===== config.mk =====
export PLATFORM = sky130hd
export DESIGN_NAME = ex_mem_pipe_reg
export DESIGN_NICKNAME = d
export VERILOG_FILES = /design/src/rtl/ex_mem_pipe_reg.sv
export SDC_FILE = /design/constraint.sdc
export NUM_CORES = 1
export LEC_CHECK = 0
export CAP_MARGIN = 10
export CORE_MARGIN = 2
export CORE_UTILIZATION = 46
export CTS_CLUSTER_DIAMETER = 50
export DETAILED_ROUTE_END_ITERATION = 12
export PLACE_DENSITY = 0.86
export SLEW_MARGIN = 5
export SYNTH_ARGS = -nofsm -noshare
export SYNTH_HDL_FRONTEND = slang
export SYNTH_SLANG_ARGS = --single-unit
export TNS_END_PERCENT = 30

===== constraint.sdc =====
create_clock -name clk -period 3.9 [get_ports clk]
set_input_delay 0.78 -clock clk [delete_from_list [all_inputs] [get_ports clk]]
set_output_delay 0.78 -clock clk [all_outputs]
set_load 0.1 [all_outputs]

===== src/rtl/ex_mem_pipe_reg.sv =====
// EX->MEM pipeline register with valid/ready handshake, flush, bubble insertion and a saturating stall counter.
// Define EX_MEM_SKID_EN to add a one-entry skid buffer, which gives a registered in_ready.
module ex_mem_pipe_reg #(
  parameter int unsigned DATA_W = 19,
  parameter int unsigned RD_W   = 3,
  parameter int unsigned CTRL_W = 4,
  parameter int unsigned CNT_W  = 8
) (
  input  logic              clk,
  input  logic              rst,
  input  logic              flush,
  input  logic              in_valid,
  output logic              in_ready,
  input  logic [CTRL_W-1:0] in_ctrl,
  input  logic [DATA_W-1:0] in_out,
  input  logic [DATA_W-1:0] in_wdata,
  input  logic [RD_W-1:0]   in_rd,
  output logic              out_valid,
  input  logic              out_ready,
  output logic [CTRL_W-1:0] out_ctrl,
  output logic [DATA_W-1:0] out_out,
  output logic [DATA_W-1:0] out_wdata,
  output logic [RD_W-1:0]   out_rd,
  output logic [CNT_W-1:0]  stall_cnt
);

  logic              in_xfer;
  logic              out_xfer;
  logic              load_main;
  logic [CTRL_W-1:0] src_ctrl;
  logic [DATA_W-1:0] src_out;
  logic [DATA_W-1:0] src_wdata;
  logic [RD_W-1:0]   src_rd;

  assign out_xfer = out_valid & out_ready;
  assign in_xfer  = in_valid & in_ready;

`ifdef EX_MEM_SKID_EN
  logic              skid_valid;
  logic              skid_load;
  logic [CTRL_W-1:0] skid_ctrl;
  logic [DATA_W-1:0] skid_out;
  logic [DATA_W-1:0] skid_wdata;
  logic [RD_W-1:0]   skid_rd;

  // skid_valid is a flop, so in_ready has no combinational path from out_ready
  assign in_ready  = ~skid_valid;
  assign skid_load = in_xfer & out_valid & ~out_ready;

  always_comb begin
    load_main = 1'b0;
    src_ctrl  = in_ctrl;
    src_out   = in_out;
    src_wdata = in_wdata;
    src_rd    = in_rd;
    if (skid_valid) begin
      // the older skid entry refills the main register before any new input
      load_main = out_xfer;
      src_ctrl  = skid_ctrl;
      src_out   = skid_out;
      src_wdata = skid_wdata;
      src_rd    = skid_rd;
    end else begin
      load_main = in_xfer & (~out_valid | out_ready);
    end
  end

  always_ff @(posedge clk) begin
    if (rst || flush) begin
      skid_valid <= 1'b0;
    end else if (skid_load) begin
      skid_valid <= 1'b1;
    end else if (out_xfer) begin
      skid_valid <= 1'b0;
    end
  end

  always_ff @(posedge clk) begin
    if (skid_load) begin
      skid_ctrl  <= in_ctrl;
      skid_out   <= in_out;
      skid_wdata <= in_wdata;
      skid_rd    <= in_rd;
    end
  end
`else
  assign in_ready = ~out_valid | out_ready;

  always_comb begin
    load_main = in_xfer;
    src_ctrl  = in_ctrl;
    src_out   = in_out;
    src_wdata = in_wdata;
    src_rd    = in_rd;
  end
`endif

  always_ff @(posedge clk) begin
    if (rst) begin
      out_valid <= 1'b0;
      out_ctrl  <= '0;
      out_out   <= '0;
      out_wdata <= '0;
      out_rd    <= '0;
    end else if (flush) begin
      out_valid <= 1'b0;
      out_ctrl  <= '0;
    end else if (load_main) begin
      out_valid <= 1'b1;
      out_ctrl  <= src_ctrl;
      out_out   <= src_out;
      out_wdata <= src_wdata;
      out_rd    <= src_rd;
    end else if (out_xfer) begin
      out_valid <= 1'b0;
      out_ctrl  <= '0;
    end
  end

  always_ff @(posedge clk) begin
    if (rst) begin
      stall_cnt <= '0;
    end else if (out_valid && !out_ready && !(&stall_cnt)) begin
      stall_cnt <= stall_cnt + CNT_W'(1);
    end
  end

endmodule

### Word-level counts from Yosys, hierarchy flattened

Cells that the tools add are included.

* bits in latches: 0
* bits in registers: 54
* word-level logic and storage cells: 24
* input bits: 50
* RAM bits: 0
* bits in read-only memories: 0
* memories kept: 0

* multiply operators: 0
* bitwise gates (word level): 5
* shift operators: 0
* reductions and logical operators: 8
* multiplexer cells: 4
* $lt $le $gt $ge: 0
* equality and inequality tests: 0
* div/mod/pow operators: 0
* add/sub/neg operators: 1

Operators with widths (number)
* adder 8 x 1 -> 8 bit, second input constant: 1
* two-way mux 4 bit: 2
* AND reduction 8 bit: 1
* AND 1 bit: 2
* logical AND 1 bit: 2
* logical NOT 1 bit: 2
* two-way mux 1 bit: 2
* NOT 1 bit: 2
* AND reduction 2 bit: 1
* nonzero test 2 bit: 1
* OR reduction 2 bit: 1
* bitwise OR 1 bit: 1

### Logic depth before layout (Yosys ltp)

* depth in word-level cells: 4
* mapped depth: 7
* depth with buffers taken out: 4

### Least setup slack after synthesis

No wires, ideal clock.

* kind: register -> output
* start point: reg out_valid
* end point: out in_ready
* stages on the path, launching flop included: 5
* path buffers: 2
* data required time: 3.120 ns
* slack: 1.355 ns
* arrival time: 1.765 ns
* cell sequence: dfxtp_1 nor2b_4 buf_6 inv_4 buf_2

* word-level cells in the longest chain between the ends: 2

RTL lines
* start, declared: RTL line 18 `output logic out_valid,`
* start signal, assigned: RTL line 100 `out_valid <= 1'b0;`
* start signal, assigned: RTL line 106 `out_valid <= 1'b0;`
* start signal, assigned: RTL line 109 `out_valid <= 1'b1;`
* NOT 1 bit: RTL line 87 `assign in_ready = ~out_valid | out_ready;`
* bitwise OR 1 bit: RTL line 87
* end, declared: RTL line 13 `output logic in_ready,`

No other way between the ends.

### Worst setup path in the final report

* start point: reg stall_cnt[2]
* end point: out stall_cnt[2]

RTL lines
* start, declared: RTL line 24 `output logic [CNT_W-1:0] stall_cnt`
* start signal, assigned: RTL line 124 `stall_cnt <= stall_cnt + CNT_W'(1);`

No word-level cell between the ends.

==> flow_summary.ini <==
[status]
status = finished clean

[die]
die_h_um = 77.81
dieArea_um2 = 6054
io_pins = 105
start_util_pct = 48.45
num_rows = 26
core_area_um2 = 5172
dieWidth_um = 77.81

[power]
irDropWorstVdd_v = 0.0002242
power_density_nw_per_um2 = 361.8
leakage_uw = 0.001197
total_power_uw = 1296

[clocking]
clk_pin_slew_ns = 0.09
cts-root-buf = clkbuf_8
insertion_delay_ns = 0.30
postCtsResizedCells = 0
cts_inserted_buffers = 5
postCtsHoldBufs = 0
cts_buffer_depth = 2
cts_tree = done
cts_setup_buffers = 0
cts.sinks = 54
htreeDepth = 2

[placement]
place_area_um2 = 3475
gp_congestion = 0.7290
dpl.hpwl_mm = 4.291
place_ws_ns = 1.073
dp_cells = 404
port_buffers = 104

[logic_synthesis]
ys_seq_area_share_pct = 43.14
synth_area_leaders = dfxtp_1 43%, nand4b_1 15%, o31ai_1 12%
async_flop_share_pct = 0
syn-cell-area_um2 = 2506
ys_types = 32
syn_inst = 262
ys.flop_type = dfxtp_1
syn_area_per_cell_um2 = 9.565
syn-num-nets = 313
synth_edf_count = 0
synth_top_area_share_pct = 43.14
yosys_warnings = 0
yosysTopAreaCell = dfxtp_1
synth_seq_cells = 54

[drt]
ant_nets = 0
via_per_inst = 5.922
drt-wirelength-per-cell_um = 16.49
drt-initial-drc-count = 163
dr_total_vias = 2440
routed_wl_mm = 6.795
drtPass1Iterations = 4
drc = 0

[global_route]
grt-ovfl-total = 0
grt_pass1_wl_mm = 11.10
antenna_found_initial = 0
grt_max_degree = 51
grt_pass1_vias = 2274
grtUsageTotal_pct = 22.32

[setup_path]
critPathBufInv = 1
worstPathRequired_ns = 3.12
crit_family = buffers and inverters
critical-path-max-stage-delay_ns = 1.21
worstSetupPathType = reg2out
cp_max_fo = 12
critPathSlowestCell = clkdlybuf4s50_1
critPathLaunchType = register
critPathCaptureType = output pin
cp_cell_sequence = clkdlybuf4s50_1
worstPathArrival_ns = 2.06

[finish]
fillCellCount = 419
fin_area_um2 = 3581
final_nets = 392
antenna_cells = 0
final-instance-count-excl-fill = 412
drive_gt1_share_pct = 5.848
syn_to_final_growth_pct = 42.89

[timing]
tns_ns = 0
rsz0062_at_grt = no
setup_viol = 0
period_share_pct = 72.81
hold_violations = 0
worst_pin_slew_ns = 1.001
skew_ns = 0.005193
maxSlewHeadroom_pct = 33.09
final_max_slew_viol_count = 0
period_needed_ns = 2.840
max_freq_mhz = 352.1
worst_slack_ns = 1.060

[run]
cap_violations = 0

[hold_path]
holdCritPathClass = reg2reg
==> through the flow <==
step / hold WS [ns] / util, %
5_1_grt: 0.4912 / 69.23
3_5_place_dp: 0.4585 / 67.17
2_1_floorplan: 0.9328 / -
4_1_cts: 0.4713 / 69.23
6_report: 0.4698 / 69.23
3_3_place_gp: 0.4528 / 67.17
==> registers in the layout, indices dropped and copies added (netlist names) <==
name	count
out_valid	1
stall_cnt	8
out_out	19
out_wdata	19
out_ctrl	4
out_rd	3
==> routing by layer <==
layer / vias to the layer above / global-route usage, % / wire, um
li1: 1180 / - / -
met1: 1152 / 29.75 / 2942
met2: 99 / 35.78 / 3237
met3: 9 / 5.814 / 523
met4: 0 / 5.893 / 92
met5: - / 0 / 0
==> where the power goes <==
part / leakage (uW) / switching [uW] / total [uW] / internal (uW)
sequential: 0.000440 / 11.7 / 585 / 573
clock: 0.0000524 / 175 / 367 / 192
combinational: 0.000705 / 236 / 344 / 108
total: 0.00120 / 422 / 1300 / 873
==> cell type report <==
cell class	count	area, um2	area share, %
clock buffer	7	76.32	2.131
clock inverter	1	30.03	0.8386
inverter	2	10.01	0.2795
multi-input combinational	169	1222	34.14
sequential	54	1081	30.19
tap	70	87.58	2.446
timing repair buffer	109	1074	29.98
==> Yosys cell counts (2+ instances only) <==
master / count
buf_1: 5
nand4_1: 2
dfxtp_1: 54
a32oi_1: 4
clkbuf_1: 18
buf_2: 7
nand2b_1: 2
buf_6: 5
a41oi_1: 2
and4b_1: 3
a21oi_1: 46
nand4b_1: 42
nor3_1: 9
o31ai_1: 41
buf_4: 2
mux2i_1: 2
nand3_1: 2
a211oi_2: 2
==> logic make-up after synthesis <==
| family | Yosys count | synth area share [%] |
|---|---|---|
| flops | 54 | 43.14 |
| compound gates | 99 | 26.01 |
| fa+ha+maj | 1 | 0.4992 |
| mux | 3 | 1.248 |
| buf+inv | 39 | 8.087 |
| simple gates | 66 | 21.02 |
==> path summary, 6_finish.rpt <==
check                               endpoint  slack, ns  cells after the start          from
worst min register to register  out_wdata[0]       0.47                      2  out_wdata[0]
worst min-delay path            out_wdata[0]       0.47                      2  out_wdata[0]
worst max register to register  stall_cnt[0]       2.32                      4  stall_cnt[0]
worst max-delay path            stall_cnt[2]       1.06                      1  stall_cnt[2]
==> cells in the final DEF, fill, tap and decap left out, types with 2 or more instances in the layout <==
master,instances
clkbuf_1,2
a32oi_1,4
a41oi_1,2
buf_4,5
nand4_1,2
clkdlybuf4s50_1,100
a21oi_1,46
o31ai_1,41
nand3_1,2
buf_2,3
and4b_1,3
mux2i_1,2
dfxtp_1,54
clkbuf_8,5
nor3_1,9
nand2b_1,2
a211oi_2,2
nand4b_1,42
No activity file was read; power rests on OpenSTA's default activity.
